**src/rtl/reg_dump_reader_if.sv**
```systemverilog
// Valid/ready stream carrying captured register words.
// master = reader, slave = display/UART/trace consumer.
interface reg_dump_reader_if;
  logic        out_valid;
  logic        out_ready;
  logic [31:0] out_data;
  logic [4:0]  out_index;
  logic        out_last;

  modport master (
    output out_valid,
    output out_data,
    output out_index,
    output out_last,
    input  out_ready
  );

  modport slave (
    input  out_valid,
    input  out_data,
    input  out_index,
    input  out_last,
    output out_ready
  );
endinterface

```
**src/rtl/reg_dump_reader.sv**
```systemverilog
// Scans a register range via the debug read port and streams each word.
// Define REG_DUMP_CKSUM_EN to append a trailing XOR checksum beat.
module reg_dump_reader #(
  parameter int FIRST_REG  = 0,
  parameter int LAST_REG   = 31,
  parameter int SETTLE_CYC = 0
) (
  input  logic        clk,
  input  logic        rst,
  input  logic        start,
  input  logic        abort,
  output logic [4:0]  debug_addr,
  input  logic [31:0] debug_data_reg,
  reg_dump_reader_if.master dump,
  output logic        busy,
  output logic        done
);

  localparam logic [4:0] FIRST  = 5'(FIRST_REG);
  localparam logic [4:0] LAST   = 5'(LAST_REG);
  localparam logic [3:0] SETTLE = 4'(SETTLE_CYC);

  typedef enum logic [1:0] {
    IDLE   = 2'd0,
    ST_SET = 2'd1,
`ifdef REG_DUMP_CKSUM_EN
    SEND   = 2'd2,
    CKSUM  = 2'd3
`else
    SEND   = 2'd2
`endif
  } state_t;

  state_t      state, state_n;
  logic [4:0]  addr_r, addr_n;
  logic [3:0]  cnt, cnt_n;
  logic [31:0] data_r, data_n;
  logic [4:0]  index_r, index_n;
  logic        valid_r, valid_n;
  logic        done_r, done_n;
`ifdef REG_DUMP_CKSUM_EN
  logic [31:0] cksum, cksum_n;
`endif

  always_ff @(posedge clk or posedge rst) begin
    if (rst) begin
      state   <= IDLE;
      addr_r  <= '0;
      cnt     <= '0;
      data_r  <= '0;
      index_r <= '0;
      valid_r <= 1'b0;
      done_r  <= 1'b0;
`ifdef REG_DUMP_CKSUM_EN
      cksum   <= '0;
`endif
    end else begin
      state   <= state_n;
      addr_r  <= addr_n;
      cnt     <= cnt_n;
      data_r  <= data_n;
      index_r <= index_n;
      valid_r <= valid_n;
      done_r  <= done_n;
`ifdef REG_DUMP_CKSUM_EN
      cksum   <= cksum_n;
`endif
    end
  end

  always_comb begin
    state_n = state;
    addr_n  = addr_r;
    cnt_n   = cnt;
    data_n  = data_r;
    index_n = index_r;
    valid_n = valid_r;
    done_n  = 1'b0;
`ifdef REG_DUMP_CKSUM_EN
    cksum_n = cksum;
`endif
    unique case (state)
      IDLE: begin
        if (start) begin
          addr_n  = FIRST;
          cnt_n   = SETTLE;
          state_n = ST_SET;
`ifdef REG_DUMP_CKSUM_EN
          cksum_n = '0;
`endif
        end
      end
      ST_SET: begin
        if (cnt != 4'd0) begin
          cnt_n = cnt - 4'd1;
        end else begin
          data_n  = debug_data_reg;
          index_n = addr_r;
          valid_n = 1'b1;
          state_n = SEND;
        end
      end
      SEND: begin
        if (dump.out_ready) begin
          valid_n = 1'b0;
`ifdef REG_DUMP_CKSUM_EN
          cksum_n = cksum ^ data_r;
`endif
          if (addr_r != LAST) begin
            addr_n  = addr_r + 5'd1;
            cnt_n   = SETTLE;
            state_n = ST_SET;
          end else begin
`ifdef REG_DUMP_CKSUM_EN
            data_n  = cksum ^ data_r;
            index_n = LAST;
            valid_n = 1'b1;
            state_n = CKSUM;
`else
            done_n  = 1'b1;
            state_n = IDLE;
`endif
          end
        end
      end
`ifdef REG_DUMP_CKSUM_EN
      CKSUM: begin
        if (dump.out_ready) begin
          valid_n = 1'b0;
          done_n  = 1'b1;
          state_n = IDLE;
        end
      end
`endif
    endcase
    // abort wins over any handshake in flight
    if (abort && state != IDLE) begin
      state_n = IDLE;
      valid_n = 1'b0;
      done_n  = 1'b0;
    end
  end

  assign debug_addr     = addr_r;
  assign dump.out_valid = valid_r;
  assign dump.out_data  = data_r;
  assign dump.out_index = index_r;
`ifdef REG_DUMP_CKSUM_EN
  assign dump.out_last  = (state == CKSUM);
`else
  assign dump.out_last  = (state == SEND) && (addr_r == LAST);
`endif
  assign busy = (state != IDLE);
  assign done = done_r;

endmodule
```
**src/flat_wrapper.sv**
```systemverilog
// flat-port wrapper written by rule: the top's interface ports become plain ports
module reg_dump_reader_flat 
#(
  parameter int FIRST_REG  = 0,
  parameter int LAST_REG   = 31,
  parameter int SETTLE_CYC = 0
)
  (clk, rst, start, abort, debug_addr, debug_data_reg, busy, done, dump_out_valid, dump_out_data, dump_out_index, dump_out_last, dump_out_ready);
  reg_dump_reader_if dump_i ();
  input  logic clk;
  input  logic rst;
  input  logic start;
  input  logic abort;
  output logic [4:0] debug_addr;
  input  logic [31:0] debug_data_reg;
  output logic busy;
  output logic done;
  output wire logic [$bits(dump_i.out_valid)-1:0] dump_out_valid;
  output wire logic [$bits(dump_i.out_data)-1:0] dump_out_data;
  output wire logic [$bits(dump_i.out_index)-1:0] dump_out_index;
  output wire logic [$bits(dump_i.out_last)-1:0] dump_out_last;
  input wire logic [$bits(dump_i.out_ready)-1:0] dump_out_ready;
  assign dump_out_valid = dump_i.out_valid;
  assign dump_out_data = dump_i.out_data;
  assign dump_out_index = dump_i.out_index;
  assign dump_out_last = dump_i.out_last;
  assign dump_i.out_ready = dump_out_ready;
  reg_dump_reader #(.FIRST_REG(FIRST_REG), .LAST_REG(LAST_REG), .SETTLE_CYC(SETTLE_CYC)) u_core (.clk(clk), .rst(rst), .start(start), .abort(abort), .debug_addr(debug_addr), .debug_data_reg(debug_data_reg), .dump(dump_i), .busy(busy), .done(done));
endmodule
```
**config.mk**
```make
export PLATFORM = sky130hd
export DESIGN_NAME = reg_dump_reader_flat
export DESIGN_NICKNAME = d
export VERILOG_FILES = /design/src/rtl/reg_dump_reader_if.sv /design/src/rtl/reg_dump_reader.sv /design/src/flat_wrapper.sv
export SDC_FILE = /design/constraint.sdc
export NUM_CORES = 1
export LEC_CHECK = 0
export ABC_CLOCK_PERIOD_IN_PS = 1700
export BUFFER_PORTS_ARGS = -buffer_cell sky130_fd_sc_hd__buf_4
export CORE_AREA = 2 2 86 88
export CTS_CLUSTER_SIZE = 10
export DETAILED_ROUTE_END_ITERATION = 10
export DIE_AREA = 0 0 88 90
export SKIP_LAST_GASP = 1
export SYNTH_ARGS = -nofsm -noshare
export SYNTH_HDL_FRONTEND = slang
export SYNTH_SLANG_ARGS = --single-unit
```
**constraint.sdc**
```tcl
create_clock -name clk -period 1.7 [get_ports clk]
set_input_delay 0.255 -clock clk [delete_from_list [all_inputs] [get_ports clk]]
set_output_delay 0.255 -clock clk [all_outputs]
set_load 0.05 [all_outputs]
```
Yosys cells after proc, flatten, opt, wreduce, memory -nomap -nowiden
Index checks and enable logic that the tools add are counted.

Output and inout bits: 46. Bits in registers: 50. Logic and storage cells: 56. Input bits: 37.

Add/sub/neg operators: 2. Bitwise operators: 1. Eq/ne operators: 11. Mux-type cells: 23. Reductions and logical operators: 12.

Operator list (count): $mux 4 (4); $mux 5 (3); $pmux 4 s3 (1); $pmux 5 s2 (1); $mux 1 (8); $mux 2 (4); $reduce_and 4->1 (2); $ne 3x2->1 const B (2); $pmux 2 s3 (1); $reduce_and 3->1 (2); $add 5x1->5 const B (1); $eq 5x5->1 const B (1); $ne 5x5->1 const B (1); $ne 2x1->1 const B (2); $ne 2x2->1 const B (2); $reduce_bool 2->1 (2); $reduce_bool 4->1 (1); $sub 4x1->4 const B (1); $ne 3x3->1 const B (1); $reduce_bool 3->1 (1); $eq 2x1->1 const B (1); $eq 2x2->1 const B (1); $logic_and 1x1->1 (2); $logic_not 2->1 (1); 3 further kinds (3).

Longest topological paths before layout
Gate-level depths: netlist (run 1).

Depth after elaboration: 5. Gate-level depth with buffers: 7. Depth with buffers taken out: 7.

Worst setup path after synthesis (run 1)
OpenSTA, ideal clock, no wires.

Path type: register to register. Start point: register u_core.addr_r[1], in the netlist u_core.debug_addr[1]. End point: register u_core.state[0]. Setup slack: -541 ps. Period minus slack after synthesis: 2241 ps. Arrival: 2113 ps. Buffers on the path: 0. Data required time: 1572 ps. Cell stages (with the launch flop): 7. Setup time: 128 ps. Path through: dfrtp_1 > ha_1 > and3_1 > ha_1 > and2_1 > nor2_1 > mux2_1.

Cells in the longest elaborated chain, start to end: 5.

Ends and longest elaborated chain: from (decl) (line reg_dump_reader.sv:35) `logic [4:0] addr_r, addr_n;`; from (signal assigned) (line reg_dump_reader.sv:59) `addr_r <= addr_n;`; $ne 5x5->1 (line reg_dump_reader.sv:109) `if (addr_r != LAST) begin`; $mux 1 (line reg_dump_reader.sv:109); $mux 2 (line reg_dump_reader.sv:104) `if (dump.out_ready) begin`; $pmux 2 s3 (line reg_dump_reader.sv:82) `unique case (state)`; $mux 2 (line reg_dump_reader.sv:137) `if (abort && state != IDLE) begin`; to (signal assigned) (line reg_dump_reader.sv:58) `state <= state_n;`; to (decl) (line reg_dump_reader.sv:34) `state_t state, state_n;`.

No other way between the ends. The select of a mux whose other input is x is not followed. A chain may end at the register's enable or synchronous reset.

Final worst setup path (run 1)
Start point: register u_core.addr_r[0], in the netlist u_core.debug_addr[0]. End point: output dump_out_last.

Cells in the longest elaborated chain, start to end: 2.

Ends and longest elaborated chain: $eq 5x5->1 (line reg_dump_reader.sv:151) `assign dump.out_last = (state == SEND) && (addr_r == LAST);`; $logic_and 1x1->1 (line reg_dump_reader.sv:151); to (decl) (line flat_wrapper.sv:21) `output wire logic [$bits(dump_i.out_last)-1:0] dump_out_last;`.

No other way between the ends.

==> results of run 1 <==
-- Yosys cell counts (all sizes together), types with 2 or more instances --
cell type   n  area (µm²)
a21oi       3       15.01
a32o        2       20.02
and3        2       12.51
buf         6       81.33
dfrtp      50        1251
ha          9       112.6
inv        10       37.54
mux2       38       540.5
nand2       8       30.03
nand2b      4       25.02
nand3       3       15.01
nor2        5       18.77
nor2b       2       12.51
o211ai      3       22.52
o21ai       9       45.04
-- timing repair --
item	4_1_cts	5_1_grt
cloned	1	0
hold endpoints to repair	17	0
setup buffers	4	8
setup endpoints to repair	6	49
hold buffers	1	0
pin swaps	7	7
resized for setup	7	25
-- power by group through the flow --
stage	combinational (mW)	clock, mW	sequential [mW]
after floorplan	1.91	0	3.60
after global placement	4.90	0	2.01
after detailed placement	4.93	0	2.03
after CTS	5.11	0.716	2.01
after global routing	5.68	0.765	2.07
final	5.38	0.680	2.02
-- cell type report --
class | count | share of cell area, %
sequential | 50 | 34.21
timing repair buffer | 121 | 27.59
multi-input combinational | 104 | 31.45
tap | 99 | 3.377
inverter | 10 | 1.023
clock buffer | 6 | 1.978
clock inverter | 2 | 0.3752
-- state kept, by name (all words and copies together), names as in the netlist --
name	cells
u_core.dump.out_data	32
u_core.debug_addr	5
u_core.dump.out_index	5
u_core.cnt	4
u_core.state	2
u_core.done	1
u_core.dump.out_valid	1
-- final timing paths --
path / startpoint / to / slack (ns)
setup / recovery: u_core.debug_addr[0]$_DFFE_PP0P_ / dump_out_last / -0.15
hold / removal: debug_data_reg[22] / u_core.dump.out_data[22]$_DFFE_PP0P_ / 0.17
setup reg to reg: u_core.debug_addr[0]$_DFFE_PP0P_ / u_core.cnt[0]$_DFFE_PP0P_ / -0.12
hold reg to reg: u_core.dump.out_data[27]$_DFFE_PP0P_ / u_core.dump.out_data[27]$_DFFE_PP0P_ / 0.49
max in group asynchronous: rst / u_core.debug_addr[2]$_DFFE_PP0P_ / 0.69
min in group asynchronous: rst / u_core.dump.out_data[14]$_DFFE_PP0P_ / 0.52
-- logic make-up (layout without fill, tap and decap cells) --
logic type	after synthesis	count (layout)	share of synthesized area [%]
xor+xnor	1	1	0.3669
flops	50	50	52.41
simple gates	33	33	7.705
buf+inv	16	139	4.979
fa+ha+maj	9	9	4.717
compound gates	22	22	6.761
mux	39	39	23.06
-- per-layer routing --
metal / up-vias / part of all wire [%] / GRT usage [%]
met1: 860 / 46 / 18.52
li1: 843 / - / -
met5: - / 0 / 0
met3: 5 / 7.1 / 3.306
met4: 0 / 0.65 / 3.462
met2: 61 / 46 / 20.83
-- stage by stage --
stage          TNS [ns]  hold WS [ns]  utilization (%)  worst slack [ns]
2_1_floorplan   -0.7263        0.3897                -           -0.1901
3_3_place_gp   -0.04342        0.2908            47.42          -0.03736
3_5_place_dp    -0.2424        0.2950            47.42           -0.1075
4_1_cts          -1.374        0.1570            50.10           -0.1509
5_1_grt         -0.8613        0.1578            52.25           -0.1840
6_report        -0.5630        0.1682            52.25           -0.1461
-- critical path: cells and delay by family (launching register included) --
kind	cells	cell delay, ns
fa+ha+maj	2	0.32
flops	1	0.43
buf+inv	2	0.25
simple gates	2	0.29
==> summary.txt, run 1 <==
Worst setup path
  – Cell breakdown of the critical path: ha_4 > and3_4 > ha_4 > buf_6 > and2_4 > buf_8
  – Highest cell delay on the worst timing path: 0.43 ns
  – R2R depth: 8
  – Crit path top cell by count: ha_4
  – Critical path start-end classification: register to output pin
  – Cell with the largest stage delay on the worst path: dfrtp_2
  – Max FO, Critical Path: 3
  – Element type at the critical path start: register
  – Sort of element at the end of the critical path: output pin
  – Critical Path AT: about 1.6 ns
  – WP data required: 1.44 ns

Drt
  – Router iterations before antenna repair: 4
  – Routed vias: 1,769
  – Number of DRC violations after detailed routing: 0
  – Routed length per placed instance: 14.15 µm
  – Total wirelength of the detailed-routed design: 5546 µm
  – Number of vias per cell: 4.513
  – Detail Route Antenna Nets: 0
  – First DRT Iteration DRCs: 36

Power
  – Leakage dissipation: ~1.8 nW
  – Peak VDD IR: between 0.0008 and 0.0009 V
  – Fraction of power spent switching nets: approximately 46%
  – Combinational power share: approximately two thirds
  – Post-route total power: about 8.1 mW
  – Portion of total power attributed to sequential cells: 25.0%
  – Total power per unit cell area: about 2200 mW/mm²
  – Internal power: about 4.4 mW
  – Switching pwr: ~3.7 mW
  – Clock share of power: under 10%

Floorplan
  – Ports placed on the boundary: 83
  – Core region area: between 0.007 and 0.008 mm²
  – Cell Rows: 31
  – Die Span X: ~90 µm
  – Height of the die: approximately 90 µm
  – Initial Utilization: 34.00%
  – Die area: approximately 0.008 mm²

Cells and area
  – Area of the multi-input gates: 0.001154 mm²
  – Fin nets: approximately 340
  – Finished Cell Area: 0.003669 mm²
  – Number of fill cells: 614
  – Area occupied by registers: approximately 0.0013 mm²
  – Number of diodes added for antenna fixing: 0
  – Area overhead of the layout relative to synthesis: 53.67%
  – Non-filler instance count after layout: 392
  – Highest-count cells in the layout ignoring fill and taps: buf_4 (110), dfrtp_1 (47), mux2_4 (30), mux2_1 (8), inv_2 (6)
  – Share of final-layout standard cells stronger than drive strength 1: roughly two thirds
  – Commonest non-fill, non-tap cell in the layout: buf_4

Clock network
  – H-tree depth: 2
  – TritonCTS clock tree: built
  – Root buf cell: clkbuf_8
  – Post-CTS clock slew at the launch and capture registers of the worst setup and hold paths: 0.09 ns
  – CTS buffer count: 5
  – Clock Sinks: 50
  – Max Root-Sink Buffers: 2
  – Worst skew pair latency: 0.30 ns

STA
  – Final worst path period share: 108.6%
  – Shortest period the worst path allows: approximately 1.8 ns
  – Unrepaired setup endpoints after global routing: yes
  – Worst rel slew slack: 70.39%
  – Post-route clock skew: 0.007082 ns
  – Actual slew at the worst max-slew pin: 0.4436 ns
  – Final Slew Violations: 0
  – Final hold violation count: 0
  – Max Fclk: ~540 MHz
  – Min setup slack post-route: -0.1461 ns
  – Number of setup violations in the final report: 6

Placed design
  – Number of placed instances with taps included: 370
  – Port Buf Inserts: roughly 80
  – GP Congestion: around 0.76
  – Placement-stage cell area: around 0.0033 mm²
  – Estimated wirelength of the detail-placed design: a little under 4000 µm

Status
  – Outcome: complete, but fails checks
  – Violations in the final reports: setup timing

Synthesis
  – Warning count from the yosys run: 0
  – Post-synth net total: around 220
  – Mean instance size in the synthesized netlist: 14.04 µm²
  – Netlist Area Pre-Place: around 0.0024 mm²
  – Register bit count reported by yosys: 50
  – Async SR Flop Fraction: 100.0%
  – Syn Inst Count: 170
  – EDFF count, synth: 0
  – Number of distinct library cells after synthesis: 35
  – Post-synthesis sequential area ratio: between 50% and 60%
  – Top flip-flop cell by instance count after synthesis: dfrtp_1

Global routing
  – Initial antenna violation count: 0
  – First-pass GRT wire length: 8328 µm
  – Largest net degree at the start of global routing: 26
  – Total congestion overflow: 0
  – Vias in the first global route: 1,708
  – Tot GR Track Use: 13.37%

Run
  – Maxcap violations: 0

Hold path
  – Worst min-delay path class: input port to register
  – Number of cells on the worst hold path: 2
(Power assumes the default switching activity.)
==> inputs of run 2 (changes only) <==
PLACE_DENSITY = 0.67   (was unset)
==> summary.txt, run 2 (same netlist as run 1, synthesis figures left out) <==
Power
  – Portion of total power attributed to sequential cells: 25.8% (+0.8 points)
  – Peak VDD IR: 0.001012 V (+14%)
  – Switching pwr: 3.562 mW (-3.5%)
  – Fraction of power spent switching nets: 45.47% (-0.25 points)
  – Combinational power share: 63.4% (-3.2 points)
  – Clock share of power: 10.8% (+2.4 points)
  – Total power per unit cell area: 2218 mW/mm² (+0.80%)
  – Leakage dissipation: 1.715 nW (-3.8%)
  – Internal power: 4.271 mW (-2.5%)

Global routing
  – Initial antenna violation count: 0 (unchanged)
  – Tot GR Track Use: 12.95% (-0.41 points)
  – Total congestion overflow: 0 (unchanged)
  – First-pass GRT wire length: 8128 µm (-2.4%)
  – Largest net degree at the start of global routing: 36 (+38%)
  – Vias in the first global route: 1,676 (-1.9%)

Cells and area
  – Highest-count cells in the layout ignoring fill and taps: buf_4 (101), dfrtp_1 (47), mux2_4 (30), mux2_1 (8)
  – Finished Cell Area: 0.003531 mm² (-3.8%)
  – Number of fill cells: 613 (-0.16%)
  – Fin nets: 325 (-3.8%)
  – Number of diodes added for antenna fixing: 0 (unchanged)
  – Number of flip-flops under the largest register name: 32 (unchanged)
  – Area overhead of the layout relative to synthesis: 47.90%
  – Share of final-layout standard cells stronger than drive strength 1: 61.07% (-3.8 points)
  – Commonest non-fill, non-tap cell in the layout: buf_4

Worst setup path
  – Critical Path AT: 1.59 ns (about the same)
  – End of the worst register-to-register path: u_core.cnt[3]$_DFFE_PP0P_
  – Max FO, Critical Path: 3 (unchanged)
  – Highest cell delay on the worst timing path: 0.44 ns (about the same)
  – Cell with the largest stage delay on the worst path: dfrtp_2
  – Reg-to-reg slack, setup: -0.06 ns (+0.06 ns)
  – Crit path top cell by count: ha_4
  – Reg-to-Reg Start: u_core.debug_addr[0]$_DFFE_PP0P_
  – Element type at the critical path start: register
  – WP data required: 1.44 ns (about the same)
  – R2R depth: 7 (-1)
  – Critical path start-end classification: register to output pin
  – Cell breakdown of the critical path: ha_4 > and3_4 > ha_4 > buf_6 > and2_4 > buf_8
  – Sort of element at the end of the critical path: output pin

STA
  – Post-route clock skew: 0.007790 ns (+0.0007079 ns)
  – Number of setup violations in the final report: 5 (-1)
  – Shortest period the worst path allows: 1.847 ns (+0.001057 ns)
  – Min setup slack post-route: -0.1471 ns (-0.001057 ns)
  – Actual slew at the worst max-slew pin: 0.3571 ns (-0.08645 ns)
  – Final Slew Violations: 0 (unchanged)
  – Max Fclk: 541.4 MHz (about the same)
  – Worst rel slew slack: 76.16% (+5.8 points)
  – Unrepaired setup endpoints after global routing: yes
  – Final hold violation count: 0 (unchanged)
  – Final worst path period share: 108.7% (about the same)

Hold path
  – Worst min-delay path class: input port to register
  – Hold path start: debug_data_reg[27]
  – Worst Hold Endpoint: u_core.dump.out_data[27]$_DFFE_PP0P_
  – Number of cells on the worst hold path: 2 (unchanged)

Clock network
  – Post-CTS clock slew at the launch and capture registers of the worst setup and hold paths: 0.09 ns (about the same)
  – Clock Sinks: 50 (unchanged)
  – CTS buffer count: 5 (unchanged)
  – Worst skew pair latency: 0.30 ns (about the same)
  – TritonCTS clock tree: built
  – H-tree depth: 2 (unchanged)
  – Root buf cell: clkbuf_8
  – Max Root-Sink Buffers: 2 (unchanged)

Drt
  – First DRT Iteration DRCs: 38 (+5.6%)
  – Routed vias: 1,682 (-4.9%)
  – Number of DRC violations after detailed routing: 0 (unchanged)
  – Number of vias per cell: 4.438 (-1.7%)
  – Router iterations before antenna repair: 4 (unchanged)
  – Detail Route Antenna Nets: 0 (unchanged)
  – Total wirelength of the detailed-routed design: 5134 µm (-7.4%)
  – Routed length per placed instance: 13.55 µm (-4.3%)

Run
  – Maxcap violations: 0 (unchanged)

Placed design
  – GP Congestion: 0.7711 (+1.3%)
  – Placement-stage cell area: 0.003272 mm² (-1.7%)
  – Port Buf Inserts: 82 (unchanged)
  – Estimated wirelength of the detail-placed design: 3761 µm (-3.1%)
  – Worst slack at placement: -0.08052 ns (+0.02698 ns)

Floorplan
  – Die Span X: 88 µm (unchanged)
  – Core region area: 0.007020 mm² (unchanged)
  – Die area: 0.007920 mm² (unchanged)
  – Initial Utilization: 34.00% (unchanged)
  – Cell Rows: 31 (unchanged)
  – Ports placed on the boundary: 83 (unchanged)
  – Height of the die: 90 µm (unchanged)

Status
  – Outcome: complete, but fails checks
  – Violations in the final reports: setup timing
-- run 2: cell type report --
type	instances	area (µm²)	share of cell area (%)
Tap cell	99	123.9	3.508
Clock inverter	3	47.55	1.347
Timing Repair Buffer	108	879.6	24.91
Inverter	10	37.54	1.063
Sequential cell	50	1255	35.54
Clock buffer	5	68.82	1.949
Multi-Input combinational cell	104	1119	31.68
-- run 2: how the worst max path moves through the flow --
stage                                      from                               end  cells after the start
3_5_place_dp   u_core.debug_addr[0]$_DFFE_PP0P_  u_core.debug_addr[3]$_DFFE_PP0P_                      7
5_1_grt        u_core.debug_addr[0]$_DFFE_PP0P_                     dump_out_last                      6
6_report       u_core.debug_addr[0]$_DFFE_PP0P_                     dump_out_last                      6
2_1_floorplan  u_core.debug_addr[0]$_DFFE_PP0P_  u_core.debug_addr[3]$_DFFE_PP0P_                      7
3_3_place_gp   u_core.debug_addr[0]$_DFFE_PP0P_  u_core.debug_addr[3]$_DFFE_PP0P_                      7
4_1_cts        u_core.debug_addr[1]$_DFFE_PP0P_                     dump_out_last                      6
-- run 2: power groups by stage --
stage / logic, mW / clock network, mW / registers (mW)
2_1_floorplan: 1.91 / 0 / 3.60
3_3_place_gp: 4.76 / 0 / 2.01
3_5_place_dp: 4.80 / 0 / 2.05
4_1_cts: 4.83 / 0.877 / 2.02
5_1_grt: 5.24 / 0.932 / 2.09
6_report: 4.97 / 0.843 / 2.02
-- run 2: metal layers --
metal	global-route usage, %	routed length [µm]	vias to the layer above
li1	-	-	814
met1	16.50	2217	817
met2	21.21	2573	47
met3	3.306	281	4
met4	4.231	61	0
met5	0	0	-
-- run 2: stage by stage --
| step | TNS, ns | std cells | hold slack, ns | util, % | power, mW |
|---|---|---|---|---|---|
| finish | -0.3493 | 379 | 0.1700 | 50.29 | 7.833 |
| global route | -0.8587 | 379 | 0.1510 | 50.29 | 8.265 |
| CTS | -0.4395 | 375 | 0.1590 | 48.81 | 7.731 |
| detailed placement | -0.2094 | 364 | 0.2612 | 46.60 | 6.846 |
| global placement | -0.02805 | 364 | 0.2590 | 46.60 | 6.779 |
| floorplan | -0.7263 | 170 | 0.3897 | - | 5.510 |
-- run 2: worst max-delay path, delay by kind of cell (launching register included) --
kind | cells | cell delay (ns)
flip-flops | 1 | 0.44
AND/OR/NAND/NOR | 2 | 0.29
adder cells (fa/ha/maj) | 2 | 0.32
buffers and inverters | 2 | 0.25
-- run 2: repair_timing --
item                                   CTS  global route
buffers inserted                         2             4
setup endpoints to repair                5            28
hold buffers                             1             0
endpoints found under the hold margin   15             0
resized for setup                        4            14
cloned                                   0             1
pin swaps                                3             4
==> inputs of run 3 (changes only) <==
CELL_PAD_IN_SITES_DETAIL_PLACEMENT = 1   (was unset)
CELL_PAD_IN_SITES_GLOBAL_PLACEMENT = 2   (was unset)
CORE_AREA = 2 2 94 96   (was 2 2 86 88)
DIE_AREA = 0 0 96 98   (was 0 0 88 90)
PLACE_DENSITY = 0.8   (was 0.67)
==> summary.txt, run 3 (same netlist as run 1, synthesis figures left out) <==
Status
  – Outcome: complete, but fails checks
  – Violations in the final reports: setup timing

STA
  – Number of setup violations in the final report: 8 (+3)
  – Final hold violation count: 0 (unchanged)
  – Final worst path period share: 108.8% (+0.15 points)
  – Actual slew at the worst max-slew pin: 0.3593 ns (+0.002151 ns)
  – Min setup slack post-route: -0.1496 ns (-0.002503 ns)
  – Max Fclk: 540.6 MHz (-0.14%)
  – Post-route clock skew: 0.003185 ns (-0.004606 ns)
  – Worst rel slew slack: 76.00% (-0.16 points)
  – Unrepaired setup endpoints after global routing: yes
  – Total Negative Setup Slacks: -0.4622 ns (-0.1129 ns)
  – Shortest period the worst path allows: 1.850 ns (+0.002503 ns)
  – Final Slew Violations: 0 (unchanged)

Floorplan
  – Die Span X: 96 µm (+9.1%)
  – Core region area: 0.008466 mm² (+21%)
  – Ports placed on the boundary: 83 (unchanged)
  – Die area: 0.009408 mm² (+19%)
  – Cell Rows: 34 (+9.7%)
  – Height of the die: 98 µm (+8.9%)
  – Initial Utilization: 28.20% (-5.8 points)

Drt
  – First DRT Iteration DRCs: 31 (-18%)
  – Number of vias per cell: 4.445 (+0.16%)
  – Total met3 wirelength after detailed routing: 394 µm (+40%)
  – Detail Route Antenna Nets: 0 (unchanged)
  – Routed length per placed instance: 15.21 µm (+12%)
  – Router iterations before antenna repair: 4 (unchanged)
  – Routed vias: 1,778 (+5.7%)
  – M1 wire length: 2651 µm (+20%)
  – Total wirelength of the detailed-routed design: 6084 µm (+19%)
  – Routed wire length on met2: 3005 µm (+17%)
  – Uppermost signal routing layer after detailed routing: met4
  – Number of DRC violations after detailed routing: 0 (unchanged)

Cells and area
  – Number of flip-flops under the largest register name: 32 (unchanged)
  – Share of final-layout standard cells stronger than drive strength 1: 61.64% (+0.57 points)
  – Number of diodes added for antenna fixing: 0 (unchanged)
  – Fin nets: 337 (+3.7%)
  – Commonest non-fill, non-tap cell in the layout: buf_4
  – Area of the multi-input gates: 0.001110 mm² (-0.78%)
  – Area overhead of the layout relative to synthesis: 53.35%
  – Number of fill cells: 941 (+54%)
  – Area occupied by registers: 0.001255 mm² (unchanged)
  – Highest-count cells in the layout ignoring fill and taps: buf_4 (110), dfrtp_1 (47), mux2_4 (31), nand2_1 (8), mux2_1 (7)

Clock network
  – Root buf cell: clkbuf_8
  – CTS buffer count: 5 (unchanged)
  – Post-CTS clock slew at the launch and capture registers of the worst setup and hold paths: 0.09 ns (about the same)
  – Worst skew pair latency: 0.30 ns (about the same)
  – Clock Sinks: 50 (unchanged)
  – H-tree depth: 2 (unchanged)
  – TritonCTS clock tree: built
  – Max Root-Sink Buffers: 2 (unchanged)
  – # hold bufs at CTS: 0 (-1)

Placed design
  – Worst slack at placement: -0.1052 ns (-0.02473 ns)
  – Port Buf Inserts: 82 (unchanged)
  – GP Congestion: 0.7645 (-0.86%)
  – Estimated wirelength of the detail-placed design: 4295 µm (+14%)

Worst setup path
  – Cell with the largest stage delay on the worst path: dfrtp_2
  – Max FO, Critical Path: 3 (unchanged)
  – Worst setup startpoint: u_core.debug_addr[0]$_DFFE_PP0P_
  – Sort of element at the end of the critical path: output pin
  – Element type at the critical path start: register
  – Critical Path AT: 1.59 ns (about the same)
  – WP data required: 1.44 ns (about the same)
  – Crit path top cell by count: ha_4
  – Critical path start-end classification: register to output pin
  – Cell breakdown of the critical path: ha_4 > and3_4 > ha_4 > buf_6 > and2_4 > buf_8
  – Reg-to-Reg Start: u_core.debug_addr[0]$_DFFE_PP0P_
  – Highest cell delay on the worst timing path: 0.44 ns (about the same)

Power
  – Post-route total power: 8.199 mW (+4.7%)
  – Total power per unit cell area: 2239 mW/mm² (+0.95%)
  – Peak VDD IR: 0.0006620 V (-35%)
  – Leakage dissipation: 1.782 nW (+3.9%)

Global routing
  – Initial antenna violation count: 0 (unchanged)
  – Tot GR Track Use: 12.41% (-0.54 points)
  – Total congestion overflow: 0 (unchanged)
  – Vias in the first global route: 1,925 (+15%)
  – First-pass GRT wire length: 9315 µm (+15%)
  – Largest net degree at the start of global routing: 51 (+42%)

Run
  – Maxcap violations: 0 (unchanged)

Hold path
  – Worst min-delay path class: input port to asynchronous set/reset pin
-- run 3: metal layers --
layer / track usage [%] / vias up
met5: 0 / -
met3: 3.009 / 4
met4: 2.857 / 0
met1: 16.02 / 881
met2: 20.83 / 58
li1: - / 835
-- run 3: final timing paths --
kind	to	slack [ns]	depth (start not counted)
max	dump_out_last	-0.15	6
min	u_core.dump.out_data[2]$_DFFE_PP0P_	0.006	3
max reg2reg	u_core.debug_addr[3]$_DFFE_PP0P_	-0.07	7
min reg2reg	u_core.dump.out_data[25]$_DFFE_PP0P_	0.50	1
max in group asynchronous	u_core.debug_addr[0]$_DFFE_PP0P_	1.46	3
min in group clk	u_core.dump.out_data[28]$_DFFE_PP0P_	0.17	2
-- run 3: power breakdown --
part           total, mW  switching (mW)  leakage (nW)  internal [mW]
Combinational       5.33            2.95          1.12           2.38
Sequential          2.04           0.332         0.614           1.71
Clock              0.826           0.387        0.0514          0.439
Total               8.20            3.67          1.78           4.53
-- run 3: worst max-delay path: cells and delay by family, from the launching register on --
family / cells / cell delay, ns
fa+ha+maj: 2 / 0.32
simple gates: 2 / 0.29
flops: 1 / 0.44
buf+inv: 2 / 0.25
-- run 3: final cells by class --
type / count / area share [%]
clock buffer: 6 / 1.982
inverter: 10 / 1.025
clock inverter: 2 / 1.025
tap: 108 / 3.691
sequential: 50 / 34.28
multi-input combinational: 104 / 30.31
timing repair buffer: 120 / 27.68
-- run 3: repair_timing --
item,CTS,global route
gates resized for setup,9,8
endpoints found under the hold margin,0,0
buffers inserted,2,9
gates cloned,0,4
endpoints found under the setup margin,15,30
pin swaps,4,7
-- run 3: through the flow --
step,cells,area [µm²],utilization [%],hold slack [ns]
after CTS,387,3470,40.98,0.002806
final,400,3661,43.25,0.005686
after detailed placement,377,3313,39.14,0.3355
after floorplan,170,2434,-,0.3897
after global routing,400,3661,43.25,0.005796
after global placement,377,3313,39.14,0.3355
